--- src/rtl/vga_fb_pkg.sv ---
// Shared types and VGA timing constants for the framebuffer scheduler and vga_send_image.
package vga_fb_pkg;

    typedef logic [11:0] pixel_t;

    typedef enum logic {
        IDLE = 1'b0,
        LOAD = 1'b1
    } fb_state_e;

    // Default 640x480@60 timing, shared with vga_send_image
    localparam int VGA_ACTIVE_HORI  = 640;
    localparam int VGA_ACTIVE_VERT  = 480;
    localparam int VGA_HORI_TOTAL   = 800;
    localparam int VGA_VERT_TOTAL   = 525;
    localparam int VGA_SCALE_SHIFT  = 2;
    localparam int VGA_PERIOD_COUNT = 4;
    localparam int VGA_FB_ADDR_W    = 15;
    localparam int VGA_CNT_W        = 10;

endpackage

--- src/rtl/vga_fb_addr_gen.sv ---
// Lookahead address generator: maps the current scan position to the framebuffer
// word needed for the next displayed pixel, and flags whether that pixel is visible.
module vga_fb_addr_gen
    import vga_fb_pkg::*;
#(
    parameter int ACTIVE_HORI = VGA_ACTIVE_HORI,
    parameter int ACTIVE_VERT = VGA_ACTIVE_VERT,
    parameter int HORI_TOTAL  = VGA_HORI_TOTAL,
    parameter int VERT_TOTAL  = VGA_VERT_TOTAL,
    parameter int SCALE_SHIFT = VGA_SCALE_SHIFT,
    parameter int ADDR_W      = VGA_FB_ADDR_W
) (
    input  logic [VGA_CNT_W-1:0] h_count,
    input  logic [VGA_CNT_W-1:0] v_count,
    output logic [ADDR_W-1:0]    rd_addr,
    output logic                 rd_needed
);

    localparam int                   FB_W     = ACTIVE_HORI >> SCALE_SHIFT;
    localparam logic [ADDR_W-1:0]    FB_W_A   = ADDR_W'(FB_W);
    localparam logic [VGA_CNT_W-1:0] H_LAST   = VGA_CNT_W'(HORI_TOTAL - 1);
    localparam logic [VGA_CNT_W-1:0] V_LAST   = VGA_CNT_W'(VERT_TOTAL - 1);
    localparam logic [VGA_CNT_W-1:0] H_ACTIVE = VGA_CNT_W'(ACTIVE_HORI);
    localparam logic [VGA_CNT_W-1:0] V_ACTIVE = VGA_CNT_W'(ACTIVE_VERT);

    logic [VGA_CNT_W-1:0] nh;
    logic [VGA_CNT_W-1:0] nv;
    logic [ADDR_W-1:0]    fb_row;
    logic [ADDR_W-1:0]    fb_col;

    // Next scan position, wrapping at end of line and end of frame
    always_comb begin
        nh = h_count + 1'b1;
        nv = v_count;
        if (h_count == H_LAST) begin
            nh = '0;
            nv = (v_count == V_LAST) ? '0 : v_count + 1'b1;
        end
    end

    // Scaled framebuffer coordinates and linear word address
    always_comb begin
        fb_row    = ADDR_W'(nv >> SCALE_SHIFT);
        fb_col    = ADDR_W'(nh >> SCALE_SHIFT);
        rd_addr   = fb_row * FB_W_A + fb_col;
        rd_needed = (nh < H_ACTIVE) && (nv < V_ACTIVE);
    end

endmodule

--- src/rtl/vga_fb_scheduler.sv ---
// Single-port framebuffer scheduler: the VGA lookahead read owns every enable
// cycle, the loader write stream gets all other cycles while in LOAD.
// Build option: define FB_VBLANK_WR_EN to restrict writes to vertical blanking.
module vga_fb_scheduler
    import vga_fb_pkg::*;
#(
    parameter int ACTIVE_HORI  = VGA_ACTIVE_HORI,
    parameter int ACTIVE_VERT  = VGA_ACTIVE_VERT,
    parameter int HORI_TOTAL   = VGA_HORI_TOTAL,
    parameter int VERT_TOTAL   = VGA_VERT_TOTAL,
    parameter int SCALE_SHIFT  = VGA_SCALE_SHIFT,
    parameter int PERIOD_COUNT = VGA_PERIOD_COUNT,
    parameter int ADDR_W       = VGA_FB_ADDR_W
) (
    input  logic              clk,
    input  logic              rst,
    input  logic              enable,
    input  logic [9:0]        h_count,
    input  logic [9:0]        v_count,
    input  logic              frame_start,
    input  logic              wr_valid,
    input  logic [11:0]       wr_data,
    output logic              wr_ready,
    output logic              loading,
    output logic              frame_done,
    output logic              ram_en,
    output logic              ram_we,
    output logic [ADDR_W-1:0] ram_addr,
    output logic [11:0]       ram_wdata,
    input  logic [11:0]       ram_rdata,
    output logic [11:0]       rgb_colour
);

    localparam int                FB_W     = ACTIVE_HORI >> SCALE_SHIFT;
    localparam int                FB_H     = ACTIVE_VERT >> SCALE_SHIFT;
    localparam int                FB_DEPTH = FB_W * FB_H;
    localparam logic [ADDR_W-1:0] PTR_LAST = ADDR_W'(FB_DEPTH - 1);

    // The read result must be registered before the next pixel tick
    if (PERIOD_COUNT < 3) begin : g_bad_period
        $error("vga_fb_scheduler: PERIOD_COUNT must be >= 3");
    end
    if (FB_DEPTH > (1 << ADDR_W)) begin : g_bad_depth
        $error("vga_fb_scheduler: framebuffer does not fit in ADDR_W");
    end

    fb_state_e         state;
    fb_state_e         state_next;
    logic [ADDR_W-1:0] wr_ptr;
    logic [ADDR_W-1:0] ptr_next;
    logic              done_next;
    logic [ADDR_W-1:0] rd_addr;
    logic              rd_needed;
    logic              rd_pending;
    logic              wr_fire;
    logic              wr_window;

    vga_fb_addr_gen #(
        .ACTIVE_HORI (ACTIVE_HORI),
        .ACTIVE_VERT (ACTIVE_VERT),
        .HORI_TOTAL  (HORI_TOTAL),
        .VERT_TOTAL  (VERT_TOTAL),
        .SCALE_SHIFT (SCALE_SHIFT),
        .ADDR_W      (ADDR_W)
    ) u_addr_gen (
        .h_count   (h_count),
        .v_count   (v_count),
        .rd_addr   (rd_addr),
        .rd_needed (rd_needed)
    );

`ifdef FB_VBLANK_WR_EN
    // Tear-free mode: only write while the beam is in vertical blanking
    always_comb wr_window = (v_count >= 10'(ACTIVE_VERT));
`else
    always_comb wr_window = 1'b1;
`endif

    // Write handshake: any non-tick cycle of LOAD is a write slot
    always_comb begin
        wr_ready = !rst && !enable && (state == LOAD) && wr_window;
        wr_fire  = wr_valid && wr_ready;
        loading  = (state == LOAD);
    end

    // RAM port mux: reader has priority, writes only when handshake fires
    always_comb begin
        ram_en    = 1'b0;
        ram_we    = 1'b0;
        ram_addr  = '0;
        ram_wdata = wr_data;
        if (!rst) begin
            if (enable && rd_needed) begin
                ram_en   = 1'b1;
                ram_addr = rd_addr;
            end else if (wr_fire) begin
                ram_en   = 1'b1;
                ram_we   = 1'b1;
                ram_addr = wr_ptr;
            end
        end
    end

    // Load FSM next state; frame_start overrides a same-cycle write's pointer update
    always_comb begin
        state_next = state;
        ptr_next   = wr_ptr;
        done_next  = 1'b0;
        unique case (state)
            IDLE: begin
                if (frame_start) begin
                    state_next = LOAD;
                    ptr_next   = '0;
                end
            end
            LOAD: begin
                if (frame_start) begin
                    ptr_next = '0;
                end else if (wr_fire) begin
                    if (wr_ptr == PTR_LAST) begin
                        ptr_next   = '0;
                        done_next  = 1'b1;
                        state_next = IDLE;
                    end else begin
                        ptr_next = wr_ptr + 1'b1;
                    end
                end
            end
            default: begin
                state_next = IDLE;
                ptr_next   = '0;
            end
        endcase
    end

    // FSM state, write pointer and completion pulse registers
    always_ff @(posedge clk) begin
        if (rst) begin
            state      <= IDLE;
            wr_ptr     <= '0;
            frame_done <= 1'b0;
        end else begin
            state      <= state_next;
            wr_ptr     <= ptr_next;
            frame_done <= done_next;
        end
    end

    // Read pipeline: issue on tick, RAM answers next cycle, colour registered after that
    always_ff @(posedge clk) begin
        if (rst) begin
            rd_pending <= 1'b0;
            rgb_colour <= '0;
        end else begin
            rd_pending <= enable && rd_needed;
            if (rd_pending) begin
                rgb_colour <= ram_rdata;
            end
        end
    end

endmodule

--- config.mk ---
export PLATFORM = sky130hd
export DESIGN_NAME = vga_fb_scheduler
export DESIGN_NICKNAME = d
export VERILOG_FILES = /design/src/rtl/vga_fb_pkg.sv /design/src/rtl/vga_fb_addr_gen.sv /design/src/rtl/vga_fb_scheduler.sv
export SDC_FILE = /design/constraint.sdc
export NUM_CORES = 1
export LEC_CHECK = 0
export CAP_MARGIN = 0
export CELL_PAD_IN_SITES_DETAIL_PLACEMENT = 2
export CELL_PAD_IN_SITES_GLOBAL_PLACEMENT = 2
export CORE_ASPECT_RATIO = 1.75
export CORE_UTILIZATION = 25
export CTS_CLUSTER_SIZE = 25
export DETAILED_ROUTE_END_ITERATION = 16
export GPL_ROUTABILITY_DRIVEN = 0
export PLACE_DENSITY_LB_ADDON = 0.2
export SLEW_MARGIN = 0
export SYNTH_ARGS = -nofsm -noshare
export SYNTH_HDL_FRONTEND = slang
export SYNTH_HIERARCHICAL = 1
export SYNTH_SLANG_ARGS = --single-unit
--- constraint.sdc ---
create_clock -name clk -period 6.15 [get_ports clk]
set_input_delay 1.23 -clock clk [delete_from_list [all_inputs] [get_ports clk]]
set_output_delay 1.23 -clock clk [all_outputs]
set_load 0.03 [all_outputs]
* After elaboration in Yosys (flattened, before gate mapping)
Cells that the tools add are included.
** Cells by class
- Div/mod/pow operators :: 0
- Bitwise gates (word level) :: 2
- Mux-type cells :: 22
- Reduce and logical (&&, ||, !) cells :: 9
- $mul :: 1
- Equality and inequality tests :: 5
- $lt $le $gt $ge :: 2
- Add/subtract/negate cells :: 4
- Shift operators :: 0
** Operators with widths (number)
- $mux W15 :: 7
- $mux W10 :: 3
- $pmux W15 S2 :: 1
- $add A10 B1 Y10 const B :: 2
- $eq A10 B10 Y1 const B :: 2
- $add A15 B1 Y15 const B :: 1
- $add A15 B8 Y15 :: 1
- $eq A15 B15 Y1 const B :: 1
- $lt A10 B10 Y1 const B :: 1
- $lt A10 B9 Y1 const B :: 1
- $mul A8 B3 Y10 const B :: 1
- $mux W1 :: 10
- $logic_and A1 B1 Y1 :: 5
- $reduce_or A4 Y1 :: 1
- $ne A3 B2 Y1 const B :: 1
- $logic_not A1 Y1 :: 2
- $ne A2 B2 Y1 const B :: 1
- $not A1 Y1 :: 2
- $pmux W1 S2 :: 1
- $reduce_and A2 Y1 :: 1
** Storage, ports and cells
- Bits in registers :: 30
- ROM bits :: 0
- RAM bits :: 0
- Latch bits :: 0
- Output and inout port bits :: 44
- Memories kept :: 0
- Bits of input ports :: 49
- Logic and storage cells :: 50

* Longest topological paths before layout
- Depth after elaboration :: 8
- Gate-level depth with buffers :: 17
- Depth with buffers taken out :: 16

* Hierarchy
The synthesis kept the hierarchy.
** By module, submodules not included
- vga_fb_scheduler :: times used 1, cells each 179, area an instance 1585.3 µm², sequential area each 600.6 µm²
- vga_fb_addr_gen :: times used 1, cells each 131, area an instance 963.4 µm², sequential area each 0.0 µm²

* Worst setup path after synthesis
No wires, ideal clock.
- Path type :: input to output
- Start :: input h_count[7]
- End :: output ram_addr[14]
- Path slack :: 554 ps
- Data required time :: 4920 ps
- Buffers on the path :: 1
- Cell stages on the path :: 17
- Arrival time :: 4366 ps
- Cell sequence :: buf_4 -> nor3b_4 -> nand4_2 -> nor2_1 -> nand2_1 -> xor2_1 -> nor2_1 -> ha_1 -> ha_1 -> fa_1 -> a21oi_1 -> nor2_1 -> nor2_1 -> xnor2_1 -> nand4_1 -> xnor3_1 -> a22o_1
** Between the ends
- Elaborated cells on any way between the ends :: 12
- Classes of those cells :: add/sub: 2; mul: 1; order compare: 2; eq/ne: 1; mux: 4; reduce/logical: 2
** RTL lines
- start, declared :: RTL line vga_fb_scheduler.sv:18 : input logic [9:0] h_count,
- $eq A10 B10 Y1 :: RTL line vga_fb_addr_gen.sv:35 : if (h_count == H_LAST) begin
- $mux W10 :: RTL line vga_fb_addr_gen.sv:35
- $mul A8 B3 Y10 :: RTL line vga_fb_addr_gen.sv:45 : rd_addr = fb_row * FB_W_A + fb_col;
- $add A15 B8 Y15 * :: RTL line vga_fb_addr_gen.sv:45
- named net rd_addr[14] :: RTL line vga_fb_scheduler.sv:52 : logic [ADDR_W-1:0] rd_addr;
- $mux W15 * :: RTL line vga_fb_scheduler.sv:93 : if (enable && rd_needed) begin
- $mux W15 * :: RTL line vga_fb_scheduler.sv:92 : if (!rst) begin
- end, declared :: RTL line vga_fb_scheduler.sv:28 : output logic [ADDR_W-1:0] ram_addr,
Mark *: on every way through the listed nets, which the timed path passes. The rest lies on a longest branch.

* Final worst setup path
- Start :: input h_count[9]
- End :: output ram_addr[14]
The elaborated chain is that of the path after synthesis.

==> results.sh <==
export IMPL_status="completed"
export IMPL_clk_latency_ps=280
export IMPL_globalRouteMet3Util=0.0222
export IMPL_grt_pass1_wl_um=14000
export IMPL_post_route_period_util=0.975
export IMPL_ys_ff_latch=30
export IMPL_async_flop_share=0
export IMPL_cpPeakStageDelay_ps=610
export IMPL_irDropWorstVdd_mv=0.113
export IMPL_drv_cap=0
export IMPL_hold_class="flip-flop to flip-flop"
export IMPL_use_met1=0.160
export IMPL_relSlewSlack=0.514
export IMPL_worstSetupPathType="primary input to output pin"
export IMPL_grt_pass1_vias=2888
export IMPL_drt_antenna_violating_nets=0
export IMPL_total_power_w=0.000622
export IMPL_drive_above_1_share=0.155
export IMPL_power_leakage_nw=1.38
export IMPL_crit_arrival_ps=4770
export IMPL_syn_num_nets=377
export IMPL_drc_errors=0
export IMPL_cts_hold_buf=0
export IMPL_htreeDepth=2
export IMPL_port_buffers=68
export IMPL_finalSetupViolCount=0
export IMPL_busiest_layer="met2"
export IMPL_grt_overflow=0
export IMPL_cts_sinks=30
export IMPL_crit_family="simple AND/OR/NAND/NOR gates"
export IMPL_ioPinCount=93
export IMPL_powerDensity_mw_per_mm2=173
export IMPL_timing_fmax_mhz=167
export IMPL_finalNetCount=449
export IMPL_num_vias=2596
export IMPL_final_util=0.364
export IMPL_synth_area_per_cell_um2=8.22
export IMPL_syn_area_mm2=0.00255
export IMPL_synth_seq_area_share=0.236
export IMPL_ys_types=55
export IMPL_via_per_inst=5.13
export IMPL_clkTransAtPathRegs_ps=50
export IMPL_rows=48
export IMPL_cp_max_fo=4
export IMPL_yosysWarnings=6
export IMPL_dp_final_hpwl_um=7180
export IMPL_grt_usage=0.173
export IMPL_routed_wl_um=8790
export IMPL_rrSetupSlack_ps=3660
export IMPL_cts_root_buf="clkbuf_16"
export IMPL_syn2layout_area_growth_pct=41.3
export IMPL_crit_slowest_cell="fa_2"
export IMPL_slew_viol_final=0
export IMPL_hold_violations=0
export IMPL_worst_pin_slew_ps=728
export IMPL_drt_iter0_markers=36
export IMPL_synth_edff_count=0
export IMPL_routedWlPerCell_um=17.4
export IMPL_cts_tree="built"
export IMPL_startpoint_type="primary input"
export IMPL_synth_cells=310
export IMPL_clk_path_buf_depth=2
export IMPL_die_h_um=136
export IMPL_die_area_mm2=0.0106
export IMPL_grt_max_degree=24
export IMPL_die_x_um=78.3
export IMPL_firstDrtPassIters=4
export IMPL_crit_buf_inv=2
export IMPL_antenna_cells=0
export IMPL_dpl_cell_area_mm2=0.00334
export IMPL_antenna_found_initial=0
export IMPL_crit_chain="clkdlybuf4s50_1 -> nor3b_4 -> nand4_4 -> nor2_4 -> nand2_1 -> xor2_1 -> nor2_1 -> ha_1 -> ha_4 -> fa_2 -> nand2_1 -> nor2_1 -> and2_4 -> nand4_1 -> xnor3_1 -> a22o_1 -> buf_6"
export IMPL_numCtsBuffers=5
export IMPL_coreArea_mm2=0.00991
export IMPL_fin_area_mm2=0.00360
export IMPL_ys_flop_type="dfxtp_1"
export IMPL_layout_min_cycle_time_ps=6000
export IMPL_cp_end_kind="output pin"
export IMPL_use_met2=0.357
export IMPL_skew_ps=3.00
export IMPL_required_ps=4920
export IMPL_initial_core_util=0.257
[cells by family (layout without fill, tap and decap cells)]
family                     Yosys count  count (layout)  synth area share
AOI/OAI and AO/OA                   67              67             0.183
buffers and inverters               32             103            0.0800
adders and majority gates           18              18            0.0943
muxes                               12              12            0.0471
and+or+nand+nor                    121             121             0.251
xor gates and xnor gates            30              30             0.108
DFF                                 30              30             0.236
[per-stage QoR]
| stage | std cells | worst slack [ps] | TNS (ps) | hold WS, ps |
|---|---|---|---|---|
| 2_1_floorplan | 310 | 554 | 0 | 467 |
| 3_3_place_gp | 496 | 35.7 | 0 | 474 |
| 3_5_place_dp | 496 | -81.5 | -81.5 | 485 |
| 4_1_cts | 502 | 14.5 | 0 | 497 |
| 5_1_grt | 506 | -46.0 | -46.0 | 517 |
| 6_report | 506 | 152 | 0 | 491 |
[sequential cells by signal, indices dropped and copies added, names as in the netlist]
signal	flops
rgb_colour	12
frame_done	1
rd_pending	1
loading	1
wr_ptr	15
[per-layer routing]
layer | part of all wire | routed length (µm)
met1 | 0.35 | 3080
met2 | 0.58 | 5130
met3 | 0.033 | 290
met4 | 0.032 | 284
met5 | 0 | 0
[area by class of cell]
type | instances | area, µm²
clock buffers | 6 | 139
fillers | 1114 | 6310
inverters | 5 | 18.8
multi-input cells | 248 | 1830
flip-flops and latches | 30 | 601
well taps | 125 | 156
repair buffers | 92 | 862
[worst min-delay path, cell delays in order, from the launching register on]
cell	delay, ps
dfxtp_1	320
mux2i_1	60
nor2_1	70
[cells in the mapped netlist, types with 12 or more instances]
master	number	area, µm²
nand2_1	26	97.6
a21oi_1	12	60.1
nor2_1	37	139
dfxtp_1	30	601
ha_1	16	200
a22o_1	14	123
buf_4	14	105
xnor2_1	15	131
mux2i_1	12	120
xor2_1	14	123
o21ai_0	13	65.1
nand3_1	14	70.1
[layout by cell type (no fill, tap or decap), types with 7 or more instances in the layout]
cell type | Yosys | layout
o211ai_1 | 7 | 7
a22o_1 | 14 | 14
nor2_1 | 37 | 35
xor2_1 | 14 | 13
mux2i_1 | 12 | 12
ha_1 | 16 | 15
a21oi_1 | 12 | 10
nand2_1 | 26 | 26
dfxtp_1 | 30 | 30
nand3_1 | 14 | 14
xnor2_1 | 15 | 12
a31oi_1 | 7 | 7
buf_4 | 14 | 29
clkdlybuf4s50_1 | 0 | 57
nand4_1 | 7 | 7
o21ai_0 | 13 | 12
[power by group]
group          total, W  internal, W  leakage, nW  switching, W
Clock          0.000239     0.000156       0.0688     0.0000830
Combinational  0.000181    0.0000894         1.07     0.0000919
Sequential     0.000201     0.000198        0.243    0.00000353
Total          0.000622     0.000443         1.38      0.000178
[path summary, 6_finish.rpt]
path / startpoint / end / cells after the start
max: h_count[9] / ram_addr[14] / 17
min: rgb_colour[3] / rgb_colour[3] / 2
max reg2reg: loading / wr_ptr[13] / 5
min reg2reg: rgb_colour[3] / rgb_colour[3] / 2
[timing repair]
item                                   in CTS  in global routing
setup endpoints to repair                   1                  4
buffers inserted                            0                  4
endpoints found under the hold margin       0                  0
resized for setup                           5                 18
gates cloned                                0                  0
pin swaps                                   0                 13
No activity file was read; power rests on OpenSTA's default activity.
